$ cat src/rtl/pl_cpu_pkg.sv
// Shared PL_CPU definitions: hazard-controller states, register width and the
// all-zero control word that both pipeline registers load as a bubble.
package pl_cpu_pkg;

  localparam int unsigned RegWDefault = 5;

  // Hazard controller states
  localparam logic [1:0] StRun     = 2'd0;
  localparam logic [1:0] StLuStall = 2'd1;
  localparam logic [1:0] StMulWait = 2'd2;

  localparam int unsigned CtrlW = 16;
  localparam logic [CtrlW-1:0] BubbleCtrl = '0;

endpackage

$ cat src/rtl/sat_counter.sv
// Event counter that sticks at all-ones instead of wrapping.
module sat_counter #(
  parameter int unsigned CNT_W = 16
) (
  input  logic             Clk,
  input  logic             Rst,
  input  logic             inc,
  output logic [CNT_W-1:0] count
);

  logic [CNT_W-1:0] count_q;

  always_ff @(posedge Clk) begin
    if (Rst) begin
      count_q <= '0;
    end else if (inc && (count_q != '1)) begin
      count_q <= count_q + CNT_W'(1);
    end
  end

  assign count = count_q;

endmodule

$ cat src/rtl/pipe_hazard_ctrl.sv
// Enable/flush control for the IF/ID and ID/EX registers and the PC: load-use bubbles,
// multiply freeze and taken-branch squash, plus saturating stall/flush counters.
module pipe_hazard_ctrl
  import pl_cpu_pkg::*;
#(
  parameter int unsigned REG_W   = RegWDefault,
  parameter int unsigned MUL_LAT = 4,
  parameter int unsigned CNT_W   = 16
) (
  input  logic             Clk,
  input  logic             Rst,
  input  logic             id_valid,
  input  logic [REG_W-1:0] id_rs,
  input  logic [REG_W-1:0] id_rt,
  input  logic             id_uses_rs,
  input  logic             id_uses_rt,
  input  logic             ex_valid,
  input  logic [REG_W-1:0] ex_rd,
  input  logic             ex_mem_read,
  input  logic             ex_mul_start,
  input  logic             ex_branch_taken,
  output logic             pc_en,
  output logic             ifid_en,
  output logic             ifid_flush,
  output logic             idex_en,
  output logic             idex_flush,
  output logic [CNT_W-1:0] stall_cnt,
  output logic [CNT_W-1:0] flush_cnt
);

  localparam int unsigned MulCntW = $clog2(MUL_LAT);
  localparam logic [MulCntW-1:0] MulInit = MulCntW'(MUL_LAT - 2);

  logic [1:0]         state_q, state_d;
  logic [MulCntW-1:0] mul_cnt_q, mul_cnt_d;
  logic               load_use;
  logic               flush_evt;

  // r0 is hard-wired zero, so a load targeting it can never create a hazard
  assign load_use = ex_valid & ex_mem_read & (ex_rd != '0) & id_valid &
                    ((id_uses_rs & (id_rs == ex_rd)) | (id_uses_rt & (id_rt == ex_rd)));

  always_comb begin
    state_d    = state_q;
    mul_cnt_d  = mul_cnt_q;
    pc_en      = 1'b1;
    ifid_en    = 1'b1;
    idex_en    = 1'b1;
    ifid_flush = 1'b0;
    idex_flush = 1'b0;
    flush_evt  = 1'b0;
    if (Rst) begin
      ifid_flush = 1'b1;
      idex_flush = 1'b1;
      state_d    = StRun;
      mul_cnt_d  = '0;
    end else begin
      case (state_q)
        StRun: begin
          if (ex_valid && ex_branch_taken) begin
            ifid_flush = 1'b1;
            idex_flush = 1'b1;
            flush_evt  = 1'b1;
          end else if (ex_valid && ex_mul_start) begin
            pc_en   = 1'b0;
            ifid_en = 1'b0;
            idex_en = 1'b0;
            if (MUL_LAT > 2) begin
              state_d   = StMulWait;
              mul_cnt_d = MulInit;
            end
          end else if (load_use) begin
            pc_en      = 1'b0;
            ifid_en    = 1'b0;
            idex_flush = 1'b1;
            state_d    = StLuStall;
          end
        end
        StLuStall: state_d = StRun;
        StMulWait: begin
          // EX still holds the multiply, so every EX-side request is ignored here
          pc_en     = 1'b0;
          ifid_en   = 1'b0;
          idex_en   = 1'b0;
          mul_cnt_d = mul_cnt_q - MulCntW'(1);
          if (mul_cnt_q == MulCntW'(1)) begin
            state_d = StRun;
          end
        end
        default: state_d = StRun;
      endcase
    end
  end

  always_ff @(posedge Clk) begin
    if (Rst) begin
      state_q   <= StRun;
      mul_cnt_q <= '0;
    end else begin
      state_q   <= state_d;
      mul_cnt_q <= mul_cnt_d;
    end
  end

  sat_counter #(
    .CNT_W(CNT_W)
  ) u_stall_cnt (
    .Clk  (Clk),
    .Rst  (Rst),
    .inc  (~pc_en),
    .count(stall_cnt)
  );

  sat_counter #(
    .CNT_W(CNT_W)
  ) u_flush_cnt (
    .Clk  (Clk),
    .Rst  (Rst),
    .inc  (flush_evt),
    .count(flush_cnt)
  );

endmodule

$ cat config.mk
export PLATFORM = sky130hd
export DESIGN_NAME = pipe_hazard_ctrl
export DESIGN_NICKNAME = d
export VERILOG_FILES = /design/src/rtl/pl_cpu_pkg.sv /design/src/rtl/sat_counter.sv /design/src/rtl/pipe_hazard_ctrl.sv
export SDC_FILE = /design/constraint.sdc
export NUM_CORES = 1
export LEC_CHECK = 0
export CAP_MARGIN = 40
export CELL_PAD_IN_SITES_DETAIL_PLACEMENT = 0
export CELL_PAD_IN_SITES_GLOBAL_PLACEMENT = 1
export CORE_MARGIN = 3
export CORE_UTILIZATION = 46
export CTS_CLUSTER_DIAMETER = 50
export DETAILED_ROUTE_END_ITERATION = 6
export DONT_BUFFER_PORTS = 1
export PLACE_DENSITY = 0.87
export SYNTH_ARGS = -nofsm -noshare
export SYNTH_HDL_FRONTEND = slang
export SYNTH_HIERARCHICAL = 1
export SYNTH_SLANG_ARGS = --single-unit
$ cat constraint.sdc
create_clock -name Clk -period 3.12 [get_ports Clk]
set_clock_uncertainty 0.15 [all_clocks]
set_input_delay 0.624 -clock Clk [delete_from_list [all_inputs] [get_ports Clk]]
set_output_delay 0.624 -clock Clk [all_outputs]
set_load 0.01 [all_outputs]
Word level (Yosys, flattened, before mapping)
Index checks and enable logic that the tools add are counted.
{"block": "op_classes", "n_addsub": 3, "eq_ne": 10, "mux": 26, "n_bitwise": 8, "reduce_logical": 9}
{"cell": "16-bit by 1-bit adder with 16-bit output, second input constant", "n": 2}
{"cell": "16-bit inequality test, second input constant", "n": 2}
{"cell": "1-bit 2-to-1 mux", "n": 16}
{"cell": "2-bit 2-to-1 mux", "n": 6}
{"cell": "5-bit == test", "n": 2}
{"cell": "2-bit case mux with 2 select lines", "n": 2}
{"cell": "1-bit AND", "n": 6}
{"cell": "2-bit inequality test, second input constant", "n": 3}
{"cell": "3-bit AND reduction", "n": 2}
{"cell": "5-bit nonzero test", "n": 1}
{"cell": "1-bit logical AND", "n": 4}
{"cell": "1-bit case mux with 2 select lines", "n": 2}
{"cell": "3-bit inequality test, second input constant", "n": 1}
{"cell": "2-bit by 1-bit == test with 1-bit output, second input constant", "n": 1}
{"cell": "2-bit == test, second input constant", "n": 1}
{"cell": "2-bit zero test", "n": 1}
{"cell": "2-bit nonzero test", "n": 1}
{"cell": "2-bit by 1-bit subtractor with 2-bit output, second input constant", "n": 1}
{"cell": "1-bit inverter", "n": 1}
{"cell": "1-bit bitwise OR", "n": 1}
{"block": "word_totals", "register_bits": 36, "in_bits": 24, "out_inout_bits": 37}

Logic depth before layout (Yosys ltp)
Gate-level depths: netlist of the first run.
{"block": "logic_depth", "depth_word": 11, "ltp_mapped": 8}

Modules after synthesis
The synthesis of the first run kept the hierarchy.
{"mod": "sat_counter", "instances": 2, "cells_per_inst": 99, "area_each_um2": 848.3, "seq_area_each_um2": 320.3}
{"mod": "pipe_hazard_ctrl", "instances": 1, "cells_per_inst": 48, "area_each_um2": 389.1, "seq_area_each_um2": 80.1}

Worst setup path before layout of the first run
OpenSTA, ideal clock, no wires.
{"block": "synth_timing", "path_type": "in2reg", "from": "in ex_rd[1]", "to": "reg u_stall_cnt.count_q[7], in the netlist u_stall_cnt/count[7]", "setup_ns": 0.070, "t_arrival_ns": 2.279, "path_slack_ns": 0.621, "path_stages": 8, "n_path_buf": 1, "cell_sequence": "xnor2_1 nand4_1 o22a_1 o21ai_1 nand2_1 clkbuf_1 or4_1 a21oi_1"}
{"block": "synth_via", "elab_chain_len": 11, "elab_cells_between_ends": 16, "classes_between": "eq/ne: 2; mux: 5; bitwise: 7; reduce/logical: 2"}
{"element": "start: declaration", "line_no": "pipe_hazard_ctrl.sv:18", "source": "input logic [REG_W-1:0] ex_rd,"}
{"element": "5-bit == test / 5-bit nonzero test (equally long branches)", "line_no": "pipe_hazard_ctrl.sv:41, pipe_hazard_ctrl.sv:40"}
{"element": "1-bit AND, on equally long branches", "line_no": "pipe_hazard_ctrl.sv:41, pipe_hazard_ctrl.sv:40"}
{"element": "1-bit bitwise OR / 1-bit AND (equally long branches)", "line_no": "pipe_hazard_ctrl.sv:41, pipe_hazard_ctrl.sv:40"}
{"element": "1-bit AND (*)", "line_no": "pipe_hazard_ctrl.sv:40", "source": "assign load_use = ex_valid & ex_mem_read & (ex_rd != '0) & id_valid &"}
{"element": "1-bit 2-to-1 mux (*)", "line_no": "pipe_hazard_ctrl.sv:72", "source": "end else if (load_use) begin"}
{"element": "1-bit 2-to-1 mux (*)", "line_no": "pipe_hazard_ctrl.sv:64", "source": "end else if (ex_valid && ex_mul_start) begin"}
{"element": "1-bit 2-to-1 mux (*)", "line_no": "pipe_hazard_ctrl.sv:60", "source": "if (ex_valid && ex_branch_taken) begin"}
{"element": "1-bit case mux with 2 select lines (*)", "line_no": "pipe_hazard_ctrl.sv:58", "source": "case (state_q)"}
{"element": "1-bit 2-to-1 mux (*)", "line_no": "pipe_hazard_ctrl.sv:52", "source": "if (Rst) begin"}
{"element": "1-bit inverter (*)", "line_no": "pipe_hazard_ctrl.sv:110", "source": ".inc (~pc_en),"}
{"element": "1-bit logical AND (*)", "line_no": "sat_counter.sv:16", "source": "end else if (inc && (count_q != '1)) begin"}
{"element": "end signal: assignment", "line_no": "sat_counter.sv:17", "source": "count_q <= count_q + CNT_W'(1);"}
{"element": "end: declaration", "line_no": "sat_counter.sv:11", "source": "logic [CNT_W-1:0] count_q;"}
Every way passes the cells marked *; elsewhere a longest branch is shown, timed or not.
A chain may end at the register's enable or synchronous reset.

Worst setup path in the final report of the first run
{"block": "layout_timing", "from": "in ex_rd[1]", "to": "reg u_stall_cnt.count_q[11], in the netlist u_stall_cnt/count[11]"}
The elaborated chain is that of the path after synthesis.

==> results of run 1 <==
registers in the layout, summed over array words and instances, names as in the netlist:
register	count
u_flush_cnt/count	16
u_stall_cnt/count	16
mul_cnt_q	2
state_q	2
area by class of cell:
cell class,count,share of cell area
Clock inverter,2,0.0157
Tap cell,50,0.0280
Timing Repair Buffer,2,0.00673
Multi-Input combinational cell,193,0.580
Clock buffer,6,0.0325
Sequential cell,36,0.323
Inverter,8,0.0135
how the worst max path moves through the flow:
stage                                 start                                  to  slack, ps  depth (start not counted)
global placement                   ex_rd[1]  u_stall_cnt/count[11]$_SDFFE_PP0P_        350                          7
global route        state_q[0]$_SDFFE_PP0P_  u_stall_cnt/count[11]$_SDFFE_PP0P_        330                          7
detailed placement                 ex_rd[1]  u_stall_cnt/count[11]$_SDFFE_PP0P_        250                          7
finish                             ex_rd[1]  u_stall_cnt/count[11]$_SDFFE_PP0P_        530                          7
CTS                                ex_rd[1]  u_stall_cnt/count[11]$_SDFFE_PP0P_        550                          7
floorplan                          ex_rd[1]   u_stall_cnt/count[7]$_SDFFE_PP0P_        620                          8
cell usage in the layout, fill, tap and decap left out, drive strengths merged, types with 5 or more instances in the layout:
cell type,instances
nor3,13
or3,6
nor4,6
or4,14
and4,6
dfxtp,36
xnor2,14
o21ai,9
nor2b,5
nor2,14
clkbuf,6
nand3,13
inv,8
o31ai,12
nand2,17
nand4,10
a21oi,22
metrics by stage:
| step | setup WS [ps] | instances | util | power, µW |
|---|---|---|---|---|
| after detailed placement | 247 | 289 | 0.509 | 527 |
| after global routing | 334 | 297 | 0.535 | 965 |
| after global placement | 345 | 289 | 0.509 | 526 |
| after floorplan | 621 | 246 | - | 526 |
| after CTS | 546 | 297 | 0.535 | 938 |
| final | 525 | 297 | 0.535 | 922 |
Yosys cell counts, drive strengths merged, types with 2 or more instances:
cell	instances	area (µm²)
a211oi	2	15.0
a21oi	22	110
and3	2	12.5
and4	6	52.6
buf	5	25.0
clkbuf	4	15.0
dfxtp	36	721
ha	3	37.5
inv	8	30.0
mux2	3	33.8
mux2i	2	20.0
nand2	17	68.8
nand3	13	65.1
nand3b	3	22.5
nand4	10	92.6
nor2	14	52.6
nor2b	5	31.3
nor3	13	65.1
nor4	6	67.6
nor4bb	3	36.3
o21a	3	22.5
o21ai	9	45.0
o311ai	2	17.5
o31ai	12	90.1
o41ai	2	17.5
or3	6	37.5
or4	14	105
xnor2	14	123
per-layer routing:
| metal | track usage | up-vias | part of all wire |
|---|---|---|---|
| met5 | 0 | - | 0 |
| met4 | 0.0483 | 0 | 0.0092 |
| met3 | 0.0752 | 4 | 0.072 |
| met2 | 0.288 | 43 | 0.47 |
| met1 | 0.237 | 853 | 0.45 |
| li1 | - | 945 | - |
report_power, final:
part           total (µW)  internal [µW]  switching (µW)
Sequential            469            464            5.51
Clock                 406            237             169
Combinational        46.9           23.5            23.4
Total                 922            725             198
cell families after synthesis:
group                    synth area share
AO/OA/AOI/OAI                       0.167
XOR/XNOR                           0.0588
adder cells (fa/ha/maj)            0.0180
buffers and inverters              0.0336
flip-flops                          0.346
multiplexers                       0.0258
AND/OR/NAND/NOR                     0.351
==> impl_metrics.prom, run 1 <==
# TYPE chip_impl_metric gauge
chip_impl_metric{name="num_io_pins",unit=""} 61
chip_impl_info{name="endpoint_kind",value="flip-flop"} 1
chip_impl_metric{name="avgSynthCellArea",unit="µm²"} 8.48
chip_impl_metric{name="final_max_slew_viol_count",unit=""} 0
chip_impl_metric{name="place_hpwl",unit="mm"} 3.28
chip_impl_info{name="min_path_type",value="in2reg"} 1
chip_impl_info{name="cts.root.buffer_cell",value="clkbuf_8"} 1
chip_impl_metric{name="post-route-period-util",unit=""} 0.832
chip_impl_info{name="worst_setup_path_start_kind",value="input pin"} 1
chip_impl_metric{name="ant_diodes",unit=""} 0
chip_impl_metric{name="timing_worst_slew_pin_value",unit="ps"} 657
chip_impl_metric{name="cellLeakagePower",unit="µW"} 0.000688
chip_impl_info{name="r2r-end",value="u_stall_cnt/count[11]$_SDFFE_PP0P_"} 1
chip_impl_info{name="crit_path_category",value="in2reg"} 1
chip_impl_metric{name="synth-seq-area-share",unit=""} 0.346
chip_impl_metric{name="die_area",unit="mm²"} 0.00538
chip_impl_metric{name="cts_made_buffers",unit=""} 5
chip_impl_metric{name="globalplace.congestion",unit=""} 0.838
chip_impl_info{name="crit-reg2reg-launch",value="state_q[0]$_SDFFE_PP0P_"} 1
chip_impl_metric{name="number_of_antenna_violations_at_the_first_check_in_global_routing",unit=""} 0
chip_impl_metric{name="synth-edff-count",unit=""} 0
chip_impl_metric{name="portBuffers",unit=""} 0
chip_impl_metric{name="start_util",unit=""} 0.500
chip_impl_info{name="synthFlopType",value="dfxtp_1"} 1
chip_impl_metric{name="r2r_setup_slack",unit="ps"} 570
chip_impl_metric{name="first_global_vias",unit=""} 1704
chip_impl_metric{name="critPathArrivalTime",unit="ps"} 2620
chip_impl_metric{name="r2r_cells",unit=""} 7
chip_impl_metric{name="crit_required",unit="ps"} 3150
chip_impl_metric{name="period_minus_slack",unit="ps"} 2590
chip_impl_metric{name="clock.fmax",unit="MHz"} 385
chip_impl_metric{name="mappedNetlistArea",unit="mm²"} 0.00209
chip_impl_info{name="hold_path_startpoint",value="Rst"} 1
chip_impl_metric{name="ctsLongestPathBuffers",unit=""} 2
chip_impl_metric{name="post-cts-setup-buffer-count",unit=""} 0
chip_impl_info{name="setup_repair_after_global_routing_missed_its_margin",value="no"} 1
chip_impl_metric{name="worst-path-max-fanout",unit=""} 11
chip_impl_metric{name="gr-usage-all-layers",unit=""} 0.185
chip_impl_metric{name="fp.dieW",unit="µm"} 73.3
chip_impl_metric{name="firstDrtPassIters",unit=""} 4
chip_impl_metric{name="clock_input_transition_at_the_sequential_cells_of_the_worst_setup_and_hold_paths",unit="ps"} 70
chip_impl_metric{name="power.ir.vdd_worst",unit="mV"} 0.403
chip_impl_metric{name="ant_nets",unit=""} 0
chip_impl_metric{name="post-route-drc-count",unit=""} 0
chip_impl_metric{name="setup_total_negative_slack",unit="ps"} 0
chip_impl_info{name="outcome",value="finished, final reports clean"} 1
chip_impl_metric{name="post_cts_hold_buffer_count",unit=""} 0
chip_impl_info{name="worstHoldEndpoint",value="u_flush_cnt/count[0]$_SDFFE_PP0P_"} 1
chip_impl_metric{name="design.final.nets",unit=""} 273
chip_impl_metric{name="post_synth_num_cell_types",unit=""} 42
chip_impl_info{name="crit_chain",value="xnor2_1 > nand4_1 > o22a_1 > o21ai_1 > nand2_1 > nor4bb_1 > mux2_2"} 1
chip_impl_metric{name="clock_latency",unit="ps"} 290
chip_impl_metric{name="hold-worst-slack",unit="ps"} 258
chip_impl_metric{name="place_area",unit="mm²"} 0.00212
chip_impl_metric{name="first_pass_grt_wire_length",unit="mm"} 7.91
chip_impl_metric{name="area_occupied_by_multi_input_gates",unit="mm²"} 0.00129
chip_impl_metric{name="area.sequential",unit="µm²"} 721
chip_impl_metric{name="drv.max_cap_violation_count",unit=""} 0
chip_impl_metric{name="critical_path_buf_inv_count",unit=""} 0
chip_impl_metric{name="mapped_cells",unit=""} 246
chip_impl_metric{name="report.final.setup_viol",unit=""} 0
chip_impl_metric{name="floorplan.core_area",unit="mm²"} 0.00417
chip_impl_metric{name="power.density",unit="mW/mm²"} 413
chip_impl_metric{name="cts-htree-levels",unit=""} 2
chip_impl_metric{name="grt_overflow_total",unit=""} 0
chip_impl_metric{name="chipHeight",unit="µm"} 73.3
chip_impl_metric{name="fillers",unit=""} 412
chip_impl_metric{name="cts_resized",unit=""} 0
chip_impl_metric{name="totalWireLength",unit="mm"} 4.67
chip_impl_metric{name="rows",unit=""} 23
chip_impl_metric{name="detailroute.via_count",unit=""} 1845
chip_impl_metric{name="route.detailed.vias_per_inst",unit=""} 6.21
chip_impl_metric{name="timing.critical_path.slowest_cell_delay",unit="ps"} 380
chip_impl_metric{name="layout-drive-gt1-share",unit=""} 0.0810
chip_impl_metric{name="drtIter0Drc",unit=""} 114
chip_impl_metric{name="synth-seq-cells",unit=""} 36
chip_impl_metric{name="synth-warning-count",unit=""} 6
chip_impl_info{name="critical_path.top_delay_family",value="simple AND/OR/NAND/NOR gates"} 1
chip_impl_metric{name="async_reset_ff_frac",unit=""} 0
chip_impl_info{name="crit_slowest_cell",value="nor4bb_1"} 1
chip_impl_metric{name="holdPathStages",unit=""} 1
chip_impl_metric{name="maxSlewHeadroom",unit=""} 0.556
chip_impl_metric{name="drt-wirelength-per-cell",unit="µm"} 15.7
chip_impl_metric{name="hold_viol",unit=""} 0
chip_impl_metric{name="grt_max_degree",unit=""} 41
chip_impl_info{name="cts_tree",value="done"} 1
chip_impl_metric{name="syn_nets",unit=""} 273
chip_impl_metric{name="clkSinkCount",unit=""} 36
chip_impl_metric{name="synthToLayoutAreaGrowth",unit="%"} 6.96
chip_impl_metric{name="finalInstanceArea",unit="mm²"} 0.00223
Power figures use the tool's default switching activity.
==> run 2: changes to the inputs <==
Clock period 3.12 ns to 2.39 ns, I/O delays scaled along.
==> impl_metrics.prom, run 2 (synthesis gave the netlist of run 1 again) <==
# TYPE chip_impl_metric gauge
chip_impl_info{name="cts_tree",value="done"} 1
chip_impl_metric{name="clkSinkCount",unit=""} 36
chip_impl_metric{name="report.final.setup_viol",unit=""} 0
chip_impl_metric{name="globalplace.congestion",unit=""} 0.829
chip_impl_metric{name="clock.fmax",unit="MHz"} 442
chip_impl_metric{name="rows",unit=""} 23
chip_impl_metric{name="drtIter0Drc",unit=""} 71
chip_impl_metric{name="totalWireLength",unit="mm"} 4.81
chip_impl_metric{name="maxSlewHeadroom",unit=""} 0.612
chip_impl_metric{name="floorplan.core_area",unit="mm²"} 0.00417
chip_impl_metric{name="r2r_cells",unit=""} 9
chip_impl_metric{name="timing_worst_slew_pin_value",unit="ps"} 574
chip_impl_info{name="crit_slowest_cell",value="nor4bb_2"} 1
chip_impl_info{name="cts.root.buffer_cell",value="clkbuf_8"} 1
chip_impl_metric{name="final_cells",unit=""} 301
chip_impl_metric{name="cts-htree-levels",unit=""} 2
chip_impl_metric{name="grt_overflow_total",unit=""} 0
chip_impl_info{name="outcome",value="finished, final reports clean"} 1
chip_impl_metric{name="power.ir.vdd_worst",unit="mV"} 0.259
chip_impl_metric{name="worst-path-max-fanout",unit=""} 7
chip_impl_metric{name="ctsLongestPathBuffers",unit=""} 2
chip_impl_metric{name="first_pass_grt_wire_length",unit="mm"} 7.90
chip_impl_metric{name="post-route-drc-count",unit=""} 0
chip_impl_metric{name="fp.dieW",unit="µm"} 73.3
chip_impl_metric{name="first_global_vias",unit=""} 1717
chip_impl_metric{name="cts_resized",unit=""} 0
chip_impl_metric{name="drv.max_cap_violation_count",unit=""} 0
chip_impl_metric{name="hold_viol",unit=""} 0
chip_impl_metric{name="power.density",unit="mW/mm²"} 475
chip_impl_metric{name="final_core_utilization",unit=""} 0.538
chip_impl_info{name="crit_chain",value="nor4bb_2 > nor3_1 > nand2b_1 > buf_4 > o21a_1"} 1
chip_impl_metric{name="design.final.nets",unit=""} 280
chip_impl_metric{name="holdPathStages",unit=""} 1
chip_impl_metric{name="critPathArrivalTime",unit="ps"} 1630
chip_impl_metric{name="period_minus_slack",unit="ps"} 2260
chip_impl_metric{name="ant_diodes",unit=""} 0
chip_impl_metric{name="layout-drive-gt1-share",unit=""} 0.0996
chip_impl_metric{name="portBuffers",unit=""} 0
chip_impl_info{name="min_path_type",value="in2reg"} 1
chip_impl_metric{name="crit_required",unit="ps"} 1760
chip_impl_info{name="setup_repair_after_global_routing_missed_its_margin",value="no"} 1
chip_impl_metric{name="fillers",unit=""} 399
chip_impl_metric{name="route.detailed.vias_per_inst",unit=""} 6.24
chip_impl_metric{name="placed_instances",unit=""} 296
chip_impl_metric{name="synthToLayoutAreaGrowth",unit="%"} 7.62
chip_impl_metric{name="grt_max_degree",unit=""} 41
chip_impl_info{name="crit_path_category",value="reg2out"} 1
chip_impl_metric{name="gr-usage-all-layers",unit=""} 0.185
chip_impl_metric{name="post-cts-setup-buffer-count",unit=""} 0
chip_impl_info{name="mostFrequentLayoutCells",value="36 x dfxtp_1, 22 x a21oi_1, 15 x nand2_1"} 1
chip_impl_metric{name="drt-wirelength-per-cell",unit="µm"} 16.0
chip_impl_metric{name="cellLeakagePower",unit="µW"} 0.000701
chip_impl_metric{name="firstDrtPassIters",unit=""} 4
chip_impl_metric{name="num_io_pins",unit=""} 61
chip_impl_metric{name="place_hpwl",unit="mm"} 3.33
chip_impl_info{name="layout.cells.most_common",value="dfxtp_1"} 1
chip_impl_metric{name="timing.critical_path.slowest_cell_delay",unit="ps"} 390
chip_impl_metric{name="cts_made_buffers",unit=""} 5
chip_impl_metric{name="post-route-period-util",unit=""} 0.947
chip_impl_metric{name="clock_latency",unit="ps"} 280
chip_impl_metric{name="clock_input_transition_at_the_sequential_cells_of_the_worst_setup_and_hold_paths",unit="ps"} 70
chip_impl_metric{name="number_of_antenna_violations_at_the_first_check_in_global_routing",unit=""} 0
chip_impl_metric{name="start_util",unit=""} 0.500
chip_impl_info{name="endpoint_kind",value="output port"} 1
chip_impl_metric{name="post_cts_hold_buffer_count",unit=""} 0
chip_impl_metric{name="detailroute.via_count",unit=""} 1877
chip_impl_info{name="worst_setup_path_start_kind",value="flip-flop"} 1
chip_impl_metric{name="final_max_slew_viol_count",unit=""} 0
chip_impl_metric{name="setup_total_negative_slack",unit="ps"} 0
chip_impl_metric{name="chipHeight",unit="µm"} 73.3
chip_impl_metric{name="die_area",unit="mm²"} 0.00538
chip_impl_metric{name="ant_nets",unit=""} 0
run 2: changes by cell type in the layout (fill, tap and decap cells not counted), sizes merged:
cell    previous run  this run
clkbuf             6         5
clkinv             1         0
buf                2         9
bufinv             1         0
run 2: area by class of cell:
type | count | area, µm² | area share
Inverter | 8 | 30.0 | 0.0134
Sequential cell | 36 | 721 | 0.321
Clock buffer | 5 | 68.8 | 0.0307
Tap cell | 50 | 62.6 | 0.0279
Timing Repair Buffer | 9 | 67.6 | 0.0301
Multi-Input combinational cell | 193 | 1290 | 0.577
run 2: metrics by stage:
step / hold slack, ps / area (µm²) / power, µW / worst slack (ps)
detailed placement: 310 / 2180 / 691 / 4.77
finish: 119 / 2240 / 1070 / 127
global placement: 305 / 2180 / 690 / 86.9
floorplan: 285 / 2090 / 686 / 36.7
CTS: 96.8 / 2240 / 1080 / 131
global route: 80.0 / 2240 / 1120 / 37.1
run 2: critical path: cells and delay by family, from the launching register on:
family / cells / cell delay (ps)
buf+inv: 1 / 130
flops: 1 / 380
compound gates: 1 / 240
simple gates: 3 / 600
run 2: final timing paths:
path                                        to                      start  slack, ps
max                                    ifid_en    state_q[0]$_SDFFE_PP0P_        130
min          u_stall_cnt/count[7]$_SDFFE_PP0P_                        Rst        120
max reg2reg  u_stall_cnt/count[6]$_SDFFE_PP0P_    state_q[0]$_SDFFE_PP0P_        180
min reg2reg          mul_cnt_q[1]$_SDFFE_PP0P_  mul_cnt_q[1]$_SDFFE_PP0P_        320
run 2: metal layers:
layer / share of wire / track usage / vias up / routed length [µm]
met5: 0 / 0 / - / 0
met4: 0.0096 / 0.0483 / 0 / 46
met3: 0.073 / 0.0807 / 6 / 353
met2: 0.45 / 0.282 / 45 / 2150
met1: 0.47 / 0.240 / 876 / 2250
li1: - / - / 950 / -
run 2: power by group:
group	switching, µW	internal [µW]	total, µW
sequential	7.14	606	613
clock	201	188	389
combinational	30.8	33.9	64.8
